--- src/rtl/serial_adder_pkg.sv ---
// Shared types and sizing helpers for the digit-serial adder/subtractor.
package serial_adder_pkg;

    localparam int STATE_W = 2;

    typedef enum logic [STATE_W-1:0] {
        IDLE = 2'd0,
        RUN  = 2'd1,
        DONE = 2'd2
    } state_t;

    function automatic int num_slices(input int width, input int digit);
        return width / digit;
    endfunction

    // Counter needs at least one bit even when a single slice covers the word.
    function automatic int cnt_width(input int n);
        return (n <= 1) ? 1 : $clog2(n);
    endfunction

endpackage

--- src/rtl/serial_adder_digit_adder.sv ---
// Combinational DIGIT-bit ripple adder for one slice; also exposes the carry into the slice MSB.
module digit_adder
    import serial_adder_pkg::*;
#(
    parameter int DIGIT = 4
) (
    input  logic [DIGIT-1:0] a,
    input  logic [DIGIT-1:0] b,
    input  logic             cin,
    output logic [DIGIT-1:0] sum,
    output logic             cout,
    output logic             msb_cin
);

    logic [DIGIT:0] carry;

    assign carry[0] = cin;

    for (genvar gi = 0; gi < DIGIT; gi++) begin : g_bit
        assign sum[gi]      = a[gi] ^ b[gi] ^ carry[gi];
        assign carry[gi+1]  = (a[gi] & b[gi]) | (a[gi] & carry[gi]) | (b[gi] & carry[gi]);
    end

    assign cout    = carry[DIGIT];
    assign msb_cin = carry[DIGIT-1];

endmodule

--- src/rtl/serial_adder.sv ---
// Digit-serial adder/subtractor with start/busy/done handshake, LS slice first.
// Define SERIAL_ADDER_OVF_EN to add the registered signed-overflow output ovf.
module serial_adder
    import serial_adder_pkg::*;
#(
    parameter int WIDTH = 16,
    parameter int DIGIT = 4
) (
    input  logic             clk,
    input  logic             rst,
    input  logic             start,
    input  logic             sub,
    input  logic             cin,
    input  logic [WIDTH-1:0] a,
    input  logic [WIDTH-1:0] b,
    output logic             busy,
    output logic             done,
    output logic [WIDTH-1:0] sum,
    output logic             cout
`ifdef SERIAL_ADDER_OVF_EN
    ,
    output logic             ovf
`endif
);

    localparam int N  = num_slices(WIDTH, DIGIT);
    localparam int CW = cnt_width(N);
    localparam logic [CW-1:0] LAST = CW'(N - 1);

    if (WIDTH < 1 || DIGIT < 1 || (WIDTH % DIGIT) != 0) begin : g_bad_cfg
        $error("serial_adder: WIDTH must be a positive multiple of DIGIT");
    end

    state_t           state_reg;
    logic [WIDTH-1:0] a_reg;
    logic [WIDTH-1:0] b_reg;
    logic [WIDTH-1:0] psum_reg;
    logic [WIDTH-1:0] psum_next;
    logic             carry_reg;
    logic [CW-1:0]    cnt_reg;

    logic [DIGIT-1:0] slice_sum;
    logic             slice_cout;
`ifdef SERIAL_ADDER_OVF_EN
    logic             msb_cin;
`else
    logic             msb_cin_unused;
`endif

    digit_adder #(.DIGIT(DIGIT)) u_digit (
        .a       (a_reg[DIGIT-1:0]),
        .b       (b_reg[DIGIT-1:0]),
        .cin     (carry_reg),
        .sum     (slice_sum),
        .cout    (slice_cout),
`ifdef SERIAL_ADDER_OVF_EN
        .msb_cin (msb_cin)
`else
        .msb_cin (msb_cin_unused)
`endif
    );

    // New slice enters at the MSB end so the LS slice lands at bit 0 after N shifts.
    if (WIDTH > DIGIT) begin : g_shift
        assign psum_next = {slice_sum, psum_reg[WIDTH-1:DIGIT]};
    end else begin : g_single
        assign psum_next = slice_sum;
    end

    always_ff @(posedge clk or posedge rst) begin
        if (rst) begin
            state_reg <= IDLE;
            a_reg     <= '0;
            b_reg     <= '0;
            psum_reg  <= '0;
            carry_reg <= 1'b0;
            cnt_reg   <= '0;
            busy      <= 1'b0;
            done      <= 1'b0;
            sum       <= '0;
            cout      <= 1'b0;
`ifdef SERIAL_ADDER_OVF_EN
            ovf       <= 1'b0;
`endif
        end else begin
            case (state_reg)
                RUN: begin
                    a_reg     <= a_reg >> DIGIT;
                    b_reg     <= b_reg >> DIGIT;
                    carry_reg <= slice_cout;
                    psum_reg  <= psum_next;
                    cnt_reg   <= cnt_reg + CW'(1);
                    if (cnt_reg == LAST) begin
                        sum       <= psum_next;
                        cout      <= slice_cout;
`ifdef SERIAL_ADDER_OVF_EN
                        ovf       <= msb_cin ^ slice_cout;
`endif
                        busy      <= 1'b0;
                        done      <= 1'b1;
                        state_reg <= DONE;
                    end
                end
                default: begin
                    done <= 1'b0;
                    if (start) begin
                        a_reg     <= a;
                        // Subtraction is a + ~b + 1.
                        b_reg     <= sub ? ~b : b;
                        carry_reg <= sub ? 1'b1 : cin;
                        cnt_reg   <= '0;
                        busy      <= 1'b1;
                        state_reg <= RUN;
                    end else begin
                        state_reg <= IDLE;
                    end
                end
            endcase
        end
    end

endmodule

--- config.mk ---
export PLATFORM = sky130hd
export DESIGN_NAME = serial_adder
export DESIGN_NICKNAME = d
export VERILOG_FILES = /design/src/rtl/serial_adder_pkg.sv /design/src/rtl/serial_adder_digit_adder.sv /design/src/rtl/serial_adder.sv
export SDC_FILE = /design/constraint.sdc
export NUM_CORES = 1
export LEC_CHECK = 0
export ABC_AREA = 1
export CORE_AREA = 4 4 124 96
export CTS_CLUSTER_DIAMETER = 80
export CTS_CLUSTER_SIZE = 24
export DETAILED_ROUTE_END_ITERATION = 7
export DIE_AREA = 0 0 128 100
export PLACE_DENSITY_LB_ADDON = 0.15
export SLEW_MARGIN = 5
export SYNTH_ARGS = -nofsm -noshare
export SYNTH_HDL_FRONTEND = slang
export SYNTH_SLANG_ARGS = --single-unit
export TNS_END_PERCENT = 1
--- constraint.sdc ---
create_clock -name clk -period 4.8 [get_ports clk]
set_input_delay 1.44 -clock clk [delete_from_list [all_inputs] [get_ports clk]]
set_output_delay 1.44 -clock clk [all_outputs]
set_load 0.01 [all_outputs]
==> summary by stage, run 1 <==
Status
The run finished with clean final reports.

Yosys
The synthesized design contains 67 register bits. The most used flip-flop cell after synthesis is sky130_fd_sc_hd__dfrtp_1. The share of the Yosys chip area taken by registers is 0.5322. Averaged over all synthesized cells, the footprint is 8.585 sq um. During synthesis, Yosys emitted a total of 0 warnings.

The cell type with the highest aggregate area in the netlist is sky130_fd_sc_hd__dfrtp_1. The cell count after synthesis came out at 367. In the post-synthesis netlist, the biggest area contributors are sky130_fd_sc_hd__dfrtp_1 53%, sky130_fd_sc_hd__nand2_1 18%, sky130_fd_sc_hd__nand3_1 7.9%. The net count after synthesis is 409. Yosys mapped the design onto 22 distinct sky130hd cell types.

Of the post-synthesis cell area, the dominant cell type holds 0.5322. Counting flops with a built-in enable in the synthesized netlist gives 0. The mapped netlist covers 3151 sq um. After synthesis, the share of flip-flops with an asynchronous set or reset is 1.000.

STA
The final max-slew violation count is 0. The clock period minus worst slack is 2.860 ns. Across all setup checks in the final design, the least slack found is 1.940 ns. Derived from the worst setup path, the maximum achievable clock frequency is 0.3497 GHz. The number of hold-slack violations in the final timing report was 0. Clock skew on the completed layout was measured at 0.005307 ns. The actual transition at the worst max-transition pin is 0.8814 ns. Setup repair after global routing left no endpoint under its margin. Adding up every negative setup slack in the final design gives 0 ns. Setup violations remaining at the end of the flow were counted as 0.

The max-slew headroom at the worst pin is 0.4103. The final clock period utilization by the worst path is 0.5957.

Final layout
Once layout is done, the placed cells without fillers occupy 4091 sq um. The count of non-filler cells in the finished layout is 563. The net count of the finished layout is 460. The repair_antennas step left the layout with diodes totalling 0.

The area growth from synthesis to layout is 29.86%. In the final layout, the share of cells above drive strength 1 is 0.09929. The library cells used most frequently in the layout, excluding fill and tap cells, are 151 x sky130_fd_sc_hd__nand2_1, 67 x sky130_fd_sc_hd__dfrtp_1, 55 x sky130_fd_sc_hd__clkdlybuf4s50_1, 50 x sky130_fd_sc_hd__nand3_1, 31 x sky130_fd_sc_hd__inv_1. The library cell used most frequently in the layout, excluding fill and tap cells, is sky130_fd_sc_hd__nand2_1. In the final layout, the multi-input gates occupy 1199 sq um.

The number of fillers in the final layout is 1139. The sequential cell area is 1677 sq um.

Detailed routing
The final routed wirelength across all metal layers is 7.068 mm. The first routing iteration left 70 violations. The first detailed-routing pass took 4 iterations.

In the final routed layout, each cell accounts on average for 12.55 um. The detail-routed via count per cell is 4.311. Across all layers, the routed design uses 2427 vias. In this run the remaining antenna-violating nets after routing total 0. The number of DRC violations after detailed routing is 0.

GRT
The first global-routing pass estimated 12.12 mm of wire. Summed over all layers, the global routing overflow is 0. The number of antenna violations at the first check in global routing is 0.

The maximum number of pins on one net before global-route repair is 51. Across every metal layer, demand over resource in global routing totals 0.1198. The via count of the first global-routing pass was 2481.

Critical path
The worst-path maximum fanout is 34. The logic depth of the worst register-to-register path is 8. The endpoint kind of the worst setup timing path is a flip-flop.

STA classifies the critical path startpoint as an input port. The family of cells with the greatest summed delay on the critical path is compound AO/OA/AOI/OAI gates. The worst endpoint required time is 5.05 ns.

The cell with the largest stage delay on the worst path is sky130_fd_sc_hd__a21oi_4. Across all register-to-register paths, the minimum setup slack is 2.58 ns. The setup path with the least slack is of type in -> reg.

STA puts the critical path data arrival time at 3.11 ns. The critical path contains buffers and inverters numbering 2 combined. The end of the worst register-to-register path is psum_reg[15]$_DFFE_PP0P_.

In this design, the stage delay of the slowest critical-path cell is 0.74 ns. In this run the critical register-to-register path is launched from a_reg[0]$_DFFE_PP0P_. Walking the worst path, the cells encountered are clkdlybuf4s50_1, inv_2, a21oi_4, nand2_1, nand3_1.

Clocking
The clock sink total is 67. The count of hold buffers inserted by post-cts repair is 0. The maximum clock path buffer count is 2.

Clock latency on the worst-skew pair, taken at its later pin, is 0.32 ns. The tree is rooted in a sky130_fd_sc_hd__clkbuf_16. The clock tree from TritonCTS is built. The TritonCTS buffer count is 9. The H-tree generated during clock tree synthesis spans 3 levels. The number of cells upsized or downsized after cts is 0. The clock slew at the register clock pins of the worst setup and hold paths is 0.05 ns. The number of post-CTS setup repair buffers is 0.

Die
After floorplanning, the core was sized to cover 10740 sq um. The number of core rows is 33. For this configuration, the core starts out at a cell density of 0.2935.

From left edge to right edge, the die measures 128 um. The die covers 12800 sq um. The number of primary I/O pins is 56. In this run the vertical extent of the chip is 100 um.

Power
The sequential group share of total power is 0.369. The proportion of power drawn by the clock network is 0.281. VDD sags by at most 0.2176 mV. The standby leakage power is 0.002014 uW. The cell-internal power is 1648 uW. Of the total power, combinational logic draws 0.351. Of the total power, the share spent switching nets is 0.3540. The total net switching power is 903.1 uW. Power spread over the standard cell area amounts to 623.5 nW/um^2.

Place
The post-placement setup slack is 1.585 ns. The placement-stage cell area is 3762 sq um. In this run, placement finished with an instance count of 547. Detailed placement finished with a half-perimeter wire length of 4.794 mm. The count of buffers added on input and output ports is 55. The routability congestion estimate from global placement is 0.7287.

Worst hold path
The type of the most critical hold path is reg -> reg. The worst hold path terminates at a_reg[12]$_DFFE_PP0P_. The startpoint identified for the worst hold timing path is a_reg[12]$_DFFE_PP0P_. The hold path depth is 2.

Flow run
Across the run, the number of max-cap violations was 0.
-- power groups by stage --
stage,Sequential [uW],Combinational (uW),Clock [uW]
2_1_floorplan,948,647,0
3_3_place_gp,945,911,0
3_5_place_dp,950,917,0
4_1_cts,943,923,736
5_1_grt,973,1030,761
6_report,940,895,716
-- metal layers --
layer / vias to the layer above / GRT usage / part of all wire
li1: 1245 / - / -
met1: 1136 / 0.1638 / 0.50
met2: 37 / 0.1794 / 0.45
met3: 9 / 0.04202 / 0.037
met4: 0 / 0.03670 / 0.013
met5: - / 0 / 0
-- worst min-delay path: cells and delay by family (launching register included) --
family / cells / cell delay, ns
flops: 1 / 0.34
simple gates: 2 / 0.11
-- synth_stat cells (2+ instances only) --
cell type / number
sky130_fd_sc_hd__nor2_1: 4
sky130_fd_sc_hd__buf_2: 7
sky130_fd_sc_hd__inv_2: 5
sky130_fd_sc_hd__fa_1: 4
sky130_fd_sc_hd__o21ai_0: 8
sky130_fd_sc_hd__nand3_1: 50
sky130_fd_sc_hd__buf_6: 8
sky130_fd_sc_hd__dfrtp_1: 67
sky130_fd_sc_hd__nand2_1: 151
sky130_fd_sc_hd__xor2_1: 4
sky130_fd_sc_hd__o21ai_2: 13
sky130_fd_sc_hd__inv_1: 32
sky130_fd_sc_hd__o21ai_1: 4
sky130_fd_sc_hd__buf_1: 2
-- through the flow --
step,hold slack [ns],util,total power (uW)
floorplan,0.4422,-,1594
global placement,0.4530,0.3505,1856
detailed placement,0.4589,0.3505,1868
CTS,0.4729,0.3811,2602
global route,0.5129,0.3811,2766
finish,0.4723,0.3811,2551
-- cell type report --
type                            instances  area share
Clock buffer                           12     0.06269
Clock inverter                          4     0.01774
Inverter                               37     0.03394
Multi-Input combinational cell        245      0.2930
Sequential cell                        67      0.4098
Tap cell                              140     0.04281
Timing Repair Buffer                   58      0.1401
-- logic make-up after synthesis --
family                   after synthesis  share of synthesized area
XOR/XNOR                               4                    0.01112
flip-flops                            67                     0.5322
adder cells (fa/ha/maj)                5                    0.02939
buffers and inverters                 55                    0.08737
AO/OA/AOI/OAI                         27                    0.06195
AND/OR/NAND/NOR                      209                     0.2780
-- worst max path at each step --
stage	start	endpoint	slack, ns	depth (start not counted)
5_1_grt	start	carry_reg$_DFFE_PP0P_	1.74	5
3_5_place_dp	start	a_reg[4]$_DFFE_PP0P_	1.59	5
4_1_cts	start	a_reg[4]$_DFFE_PP0P_	1.91	5
2_1_floorplan	rst	a_reg[0]$_DFFE_PP0P_	1.68	1
3_3_place_gp	start	b_reg[6]$_DFFE_PP0P_	1.61	5
6_report	start	a_reg[4]$_DFFE_PP0P_	1.94	5
Power figures use the tool's default switching activity.
==> run 2, diff against run 1 <==
Clock period 4.8 ns to 2.9 ns, I/O delays scaled along.
==> run 2 against run 1 <==
Design area grew 1.3%. Routed wire length rose by 0.44%. Critical path type is now reg -> out. Register-to-register slack got worse by 1.9 ns. Core utilization increased by 0.49 points. Combinational power rose by 69%. Sequential power up 65%.
==> summary by stage, run 2 (same netlist as run 1, synthesis figures left out) <==
Clocking
The number of cells upsized or downsized after cts came to 0 (unchanged). The clock tree from TritonCTS is built. The number of post-CTS setup repair buffers is 0 (unchanged). The clock sink total was 67 (unchanged). The maximum clock path buffer count is 2 (unchanged). The clock slew at the register clock pins of the worst setup and hold paths was 0.06 ns (about the same). The maximum level of the CTS H-tree is 3 (unchanged). The TritonCTS buffer count is 9 (unchanged). The latest clock arrival within the worst-skew pair is 0.33 ns (about the same). The count of hold buffers inserted by post-cts repair is 0 (unchanged). The master cell of the clock root buffer is sky130_fd_sc_hd__clkbuf_16.

Final layout
The diode insertion count for antenna repair is 0 (unchanged). The count of nets after finishing is 464 (+0.87%). The proportion of layout cells with a drive suffix above 1 is 0.1101 (+0.01078). The number of fillers in the final layout came to 1095 (-3.9%). The layout-stage area growth over the synthesis result is 31.53%. Leaving out fill and tap cells, the most frequent cells in the layout are 151 x sky130_fd_sc_hd__nand2_1, 67 x sky130_fd_sc_hd__dfrtp_1, 55 x sky130_fd_sc_hd__clkdlybuf4s50_1, 50 x sky130_fd_sc_hd__nand3_1, 31 x sky130_fd_sc_hd__inv_1. The library cell used most frequently in the layout, excluding fill and tap cells, is sky130_fd_sc_hd__nand2_1.

STA
Setup repair after global routing left no endpoint under its margin. The final clock skew is 0.009789 ns (+0.004482 ns). The actual transition at the worst max-transition pin is 0.5550 ns (-0.3264 ns). The final max-slew violation count is 0 (unchanged). The max-slew headroom at the worst pin is 0.6295 (+0.2192). The slack of the critical path is 0.6349 ns (-1.306 ns).

The final total negative setup slack is 0 ns (unchanged). The clock period minus worst slack is 2.265 ns. The final clock period utilization by the worst path is 0.7811.

The number of hold-slack violations in the final timing report is 0 (unchanged). The number of failing setup endpoints in the final timing report is 0 (unchanged). Static timing analysis puts the maximum clock frequency at 0.4415 GHz.

Place
The half-perimeter wire length after placement is 5.008 mm (+4.5%). The post-placement setup slack is 0.5695 ns (-1.016 ns). The number of buffer cells added on primary ports is 55 (unchanged).

The routability congestion estimate from global placement is 0.7471 (+2.5%).

GRT
The maximum number of pins on one net before global-route repair is 35 (-31%). The final global-route overflow total is 0 (unchanged). The first-pass GRT wire length is 12.26 mm (+1.1%). The number of antenna violations at the first check in global routing is 0 (unchanged). The total global routing track utilization is 0.1203 (+0.0005217). The via count of the first global-routing pass is 2505 (+0.97%).

Critical path
The startpoint identified for the worst register-to-register timing path is b_reg[0]$_DFFE_PP0P_. Following the worst setup path forward leads to its endpoint at done. The sort of element at the start of the critical path is a flip-flop. The worst-path maximum fanout is 3 (-91%). The critical path is of the reg -> out type.

The reg2reg setup slack is 0.70 ns (-1.88 ns). The signal on the critical path passes through clkdlybuf4s50_1. The worst stage delay on the critical path is 0.61 ns (-0.13 ns).

In this run the worst setup path begins at state_reg[1]$_DFFE_PP0P_. The critical path depth in cells is 1 (-4). The largest individual stage delay along the critical path comes from the cell sky130_fd_sc_hd__clkdlybuf4s50_1. The family of cells with the greatest summed delay on the critical path is buffers and inverters. The count of buffer and inverter cells on the critical path is 1 (-1).

The logic depth of the worst register-to-register path is 8 (unchanged). The worst endpoint required time is 2.03 ns (-3.02 ns). STA classifies the critical path endpoint as an output pin. The end of the worst register-to-register path is psum_reg[15]$_DFFE_PP0P_. The data arrival at the endpoint of the critical path came to 1.40 ns (-1.71 ns).

Die
The die extent in x came to 128 um (unchanged). The core area is 10740 sq um (unchanged). The floorplan die area is 12800 sq um (unchanged). The number of core rows is 33 (unchanged). The height of the die is 100 um (unchanged). The number of primary I/O pins was 56 (unchanged). The starting density of the core is 0.2935 (unchanged).

Detailed routing
The detailed router's first-iteration violation count is 174 (+150%). The detail-routed via count per cell is 4.259 (-1.2%). The number of nets still failing antenna checks after routing is 0 (unchanged). The number of vias in the routed layout is 2415 (-0.49%). The detailed-router iteration count before antenna repair is 4 (unchanged). The number of DRC violations after detailed routing was 0 (unchanged).

The routed wirelength normalized by instance count is 12.52 um (-0.27%). The final routed wirelength across all metal layers is 7.099 mm (+0.44%).

Power
The power per standard cell area is 1044 nW/um^2 (+67%). The peak supply drop came to 0.3745 mV (+72%). The standby leakage power is 0.002048 uW (+1.7%).

Flow run
The max-cap violation count was 0 (unchanged).

Worst hold path
The hold path depth is 2 (unchanged). The type of the most critical hold path is reg -> reg.

Status
The flow ran to the end, and the final reports show no timing, DRC or antenna violations.
-- run 2: cell count changes in the layout (fill, tap and decap cells not counted), sizes merged --
| cell | delta |
|---|---|
| bufinv | +1 |
| clkinv | +2 |
| buf | +4 |
| clkbuf | -2 |
| clkinvlp | -1 |
-- run 2: layout make-up --
class	count	area, sq um	share of cell area
clock buffers	10	239.0	0.05767
multi-input cells	245	1199	0.2893
well taps	140	175.2	0.04227
clock inverters	6	112.6	0.02717
flip-flops and latches	67	1677	0.4046
repair buffers	62	603.1	0.1455
inverters	37	138.9	0.03351
-- run 2: how the worst min path moves through the flow --
stage | startpoint | end | slack [ns]
final | a_reg[14]$_DFFE_PP0P_ | a_reg[14]$_DFFE_PP0P_ | 0.47
after global routing | sum[2]$_DFFE_PP0P_ | sum[2]$_DFFE_PP0P_ | 0.50
after CTS | a_reg[14]$_DFFE_PP0P_ | a_reg[14]$_DFFE_PP0P_ | 0.48
after detailed placement | psum_reg[7]$_DFFE_PP0P_ | sum[3]$_DFFE_PP0P_ | 0.46
after global placement | a_reg[14]$_DFFE_PP0P_ | a_reg[14]$_DFFE_PP0P_ | 0.45
after floorplan | a_reg[12]$_DFFE_PP0P_ | a_reg[12]$_DFFE_PP0P_ | 0.44
-- run 2: report_power, final --
group | switching (uW) | leakage, uW | total, uW | internal [uW]
logic | 890 | 0.00101 | 1510 | 619
registers | 226 | 0.000864 | 1550 | 1330
clock network | 402 | 0.000173 | 1270 | 864
-- run 2: metrics by stage --
stage / total power, uW / instance area [sq um] / hold WS, ns / util / std cells
2_1_floorplan: 2639 / 3151 / 0.4422 / - / 367
3_3_place_gp: 3092 / 3792 / 0.4546 / 0.3533 / 551
3_5_place_dp: 3113 / 3792 / 0.4641 / 0.3533 / 551
4_1_cts: 4403 / 4144 / 0.4814 / 0.3860 / 567
5_1_grt: 4666 / 4144 / 0.5038 / 0.3860 / 567
6_report: 4327 / 4144 / 0.4747 / 0.3860 / 567
-- run 2: per-layer routing --
metal | track usage | part of all wire | up-vias
met5 | 0 | 0 | -
met4 | 0.03915 | 0.010 | 0
met3 | 0.03723 | 0.052 | 7
met2 | 0.1762 | 0.44 | 43
met1 | 0.1701 | 0.49 | 1116
li1 | - | - | 1249
==> run 3, diff against run 2 <==
Clock period 2.9 ns to 2.1 ns, I/O delays scaled along.
==> run 3 against run 2 <==
Worst setup slack lost 0.58 ns. Design area grew 0.91%. Count of clock-buffer cells in the layout decreased by 1. Critical path depth increased by 7. Clock skew fell by 0.0050 ns. Die area unchanged. Via count rose by 2.8%. First-iteration DRC count shrank 17%. Cell count grew 0.88%. Hold slack got worse by 0.0074 ns. Critical path type is now reg -> reg. Largest cell class unchanged. Highest routed layer unchanged.
==> summary by stage, run 3 (same netlist as run 1, synthesis figures left out) <==
Final layout
The count of nets after finishing was 469 (+1.1%). The area of combinational cells with multiple inputs is 1204 sq um (+0.42%). Leaving out fill and tap cells, the most frequent cell in the layout is sky130_fd_sc_hd__nand2_1.

The diode insertion count for antenna repair is 0 (unchanged). The number of fillers in the final layout is 1100 (+0.46%). Leaving out fill and tap cells, the most frequent cells in the layout are 151 x sky130_fd_sc_hd__nand2_1, 67 x sky130_fd_sc_hd__dfrtp_1, 55 x sky130_fd_sc_hd__clkdlybuf4s50_1, 50 x sky130_fd_sc_hd__nand3_1, 30 x sky130_fd_sc_hd__inv_1.

From synthesis to final layout, the design area changed by 32.72%. The count of non-filler cells in the finished layout is 572 (+0.88%). The sequential cell area came to 1677 sq um (unchanged). The proportion of layout cells with a drive suffix above 1 is 0.1273 (+0.01724).

Power
The overall power consumption came to 5938 uW (+37%). The power per standard cell area was 1420 nW/um^2 (+36%). The sequential group share of total power is 0.364 (+0.005). The cell-internal power is 3806 uW (+36%). The part of the total power dissipated in combinational logic came to 0.371 (+0.022).

The net switching share of the total power was 0.3591 (+0.008212). The proportion of power drawn by the clock network came to 0.266 (-0.027). The standby leakage power is 0.002060 uW (+0.60%). The peak supply drop is 0.5606 mV (+50%). The total net switching power is 2133 uW (+40%).

Clocking
The maximum clock path buffer count is 2 (unchanged). The TritonCTS buffer count is 9 (unchanged). The maximum level of the CTS H-tree was 3 (unchanged). The clock tree from TritonCTS is built.

The master cell of the clock root buffer is sky130_fd_sc_hd__clkbuf_16. The latest clock arrival within the worst-skew pair was 0.32 ns (about the same). The clock slew at the register clock pins of the worst setup and hold paths is 0.06 ns (about the same).

The count of hold buffers inserted by post-cts repair is 0 (unchanged). The clock sink total was 67 (unchanged).

Place
The half-perimeter wire length after placement was 5.062 mm (+1.1%). The routability congestion estimate from global placement is 0.7331 (-1.9%). The number of cells after detailed placement came to 554 (+0.54%). The number of buffer cells added on primary ports came to 55 (unchanged).

Critical path
The data arrival at the endpoint of the critical path is 2.29 ns (+0.89 ns). The sort of element at the start of the critical path is a flip-flop. The endpoint kind of the worst setup timing path is a flip-flop.

The worst stage delay on the critical path is 0.43 ns (-0.18 ns). The worst-path maximum fanout is 2 (-1). The worst endpoint required time is 2.35 ns (+0.32 ns).

The critical path class is reg -> reg. Walking the worst path, the cells encountered are inv_2, fa_1, inv_1, fa_2, fa_2, inv_1, fa_1, o21ai_1. The family of cells with the greatest summed delay on the critical path is adder cells. The slowest stage of the critical path is the sky130_fd_sc_hd__fa_1 cell. The count of buffer and inverter cells on the critical path is 3 (+2).

GRT
The most used routing layer in global routing is met2. The number of antenna violations at the first check in global routing was 0 (unchanged). The via count of the first global-routing pass is 2480 (-1.0%). The met2 demand-to-capacity share in global routing is 0.1814 (+0.005229). The maximum number of pins on one net before global-route repair is 41 (+17%). The total global routing track utilization is 0.1193 (-0.001067). The met3 usage in global routing was 0.03457 (-0.002660).

The fraction of met1 tracks used by global routing is 0.1684 (-0.001737). The first-pass GRT wire length is 12.18 mm (-0.68%). The final global-route overflow total was 0 (unchanged).

Flow run
The max-cap violation count was 0 (unchanged).

STA
The number of hold-slack violations in the final timing report is 0 (unchanged). The number of failing setup endpoints in the final timing report came to 0 (unchanged). The worst path needs 2.047 ns of the cycle, external delays included. The actual transition at the worst max-transition pin is 0.4544 ns (-0.1006 ns). The final clock skew is 0.004822 ns (-0.004967 ns). The final max-slew violation count is 0 (unchanged). Timing would allow up to 0.4885 GHz.

The max-slew headroom at the worst pin came to 0.6960 (+0.06653). In the finished design, the share of the clock period the worst path needs comes to 0.9748.

Die
The die extent in x was 128 um (unchanged). The number of core rows is 33 (unchanged). The floorplan die area is 12800 sq um (unchanged). The starting density of the core is 0.2935 (unchanged). The height of the die is 100 um (unchanged). The number of primary I/O pins is 56 (unchanged). The core area is 10740 sq um (unchanged).

Detailed routing
The number of DRC violations after detailed routing is 0 (unchanged). The final routed wirelength across all metal layers is 7.241 mm (+2.0%). The detailed router's first-iteration violation count is 145 (-17%).

The detailed-router iteration count before antenna repair is 4 (unchanged). The routed wirelength normalized by instance count is 12.66 um (+1.1%). The number of nets still failing antenna checks after routing is 0 (unchanged). The detail-routed via count per cell is 4.341 (+1.9%). The number of vias in the routed layout came to 2483 (+2.8%).

Worst hold path
The min-delay analysis places its worst path in the category reg -> reg.

Status
The flow ran to the end, and the final reports show no timing, DRC or antenna violations.
run 3: cell count changes in the layout (fill, tap and decap cells not counted), sizes merged:
cell / previous run / this run
buf: 7 / 12
clkinv: 3 / 5
bufinv: 3 / 2
clkbuf: 10 / 9
clkinvlp: 0 / 1
inv: 37 / 36
run 3: power by group through the flow:
stage          Clock [uW]  Combinational, uW  Sequential [uW]
6_report             1580               2200             2160
5_1_grt              1690               2500             2230
4_1_cts              1630               2240             2160
3_5_place_dp            0               2210             2180
3_3_place_gp            0               2180             2160
2_1_floorplan           0               1480             2170
run 3: tightest hold or removal path, cell delays in order, from the launching register on:
cell and delay [ns]:
sky130_fd_sc_hd__dfrtp_1 0.34, sky130_fd_sc_hd__nand2_1 0.05, sky130_fd_sc_hd__nand2_1 0.04
run 3: routing by layer:
layer / up-vias / wire length [um]
met1: 1158 / 3556
met5: - / 0
li1: 1264 / -
met2: 59 / 3324
met4: 0 / 37
met3: 2 / 323
run 3: cell type report:
cell class | instances | area share
repair buffers | 67 | 0.1592
inverters | 37 | 0.03411
multi-input cells | 245 | 0.2879
well taps | 140 | 0.04189
clock inverters | 7 | 0.02214
flip-flops and latches | 67 | 0.4010
clock buffers | 9 | 0.05386
run 3: path summary, 6_finish.rpt:
kind                                        from                  endpoint  slack [ns]  cells after the start
setup / recovery            a_reg[0]$_DFFE_PP0P_  psum_reg[15]$_DFFE_PP0P_        0.05                      8
setup reg to reg            a_reg[0]$_DFFE_PP0P_  psum_reg[15]$_DFFE_PP0P_        0.05                      8
hold reg to reg            a_reg[12]$_DFFE_PP0P_     a_reg[12]$_DFFE_PP0P_        0.47                      2
min in group asynchronous                    rst       sum[12]$_DFFE_PP0P_        0.59                      2
max in group asynchronous                    rst        sum[4]$_DFFE_PP0P_        0.98                      3
hold / removal             a_reg[12]$_DFFE_PP0P_     a_reg[12]$_DFFE_PP0P_        0.47                      2
run 3: metrics by stage:
step	hold slack, ns	setup TNS [ns]	worst slack (ns)	area, sq um	utilization
after CTS	0.4732	0	0.002903	4172	0.3886
after floorplan	0.4422	0	0.02622	3154	-
after detailed placement	0.4593	-0.1360	-0.09506	3844	0.3580
after global routing	0.4995	-0.03044	-0.01529	4182	0.3895
final	0.4673	0	0.05302	4182	0.3895
after global placement	0.4548	-0.01906	-0.01906	3844	0.3580
run 3: what timing repair did:
action                     4_1_cts  5_1_grt
gates resized for setup          3        1
gates cloned                     0        0
pin swaps                        3        1
setup endpoints to repair        2        3
buffers inserted                 1        1
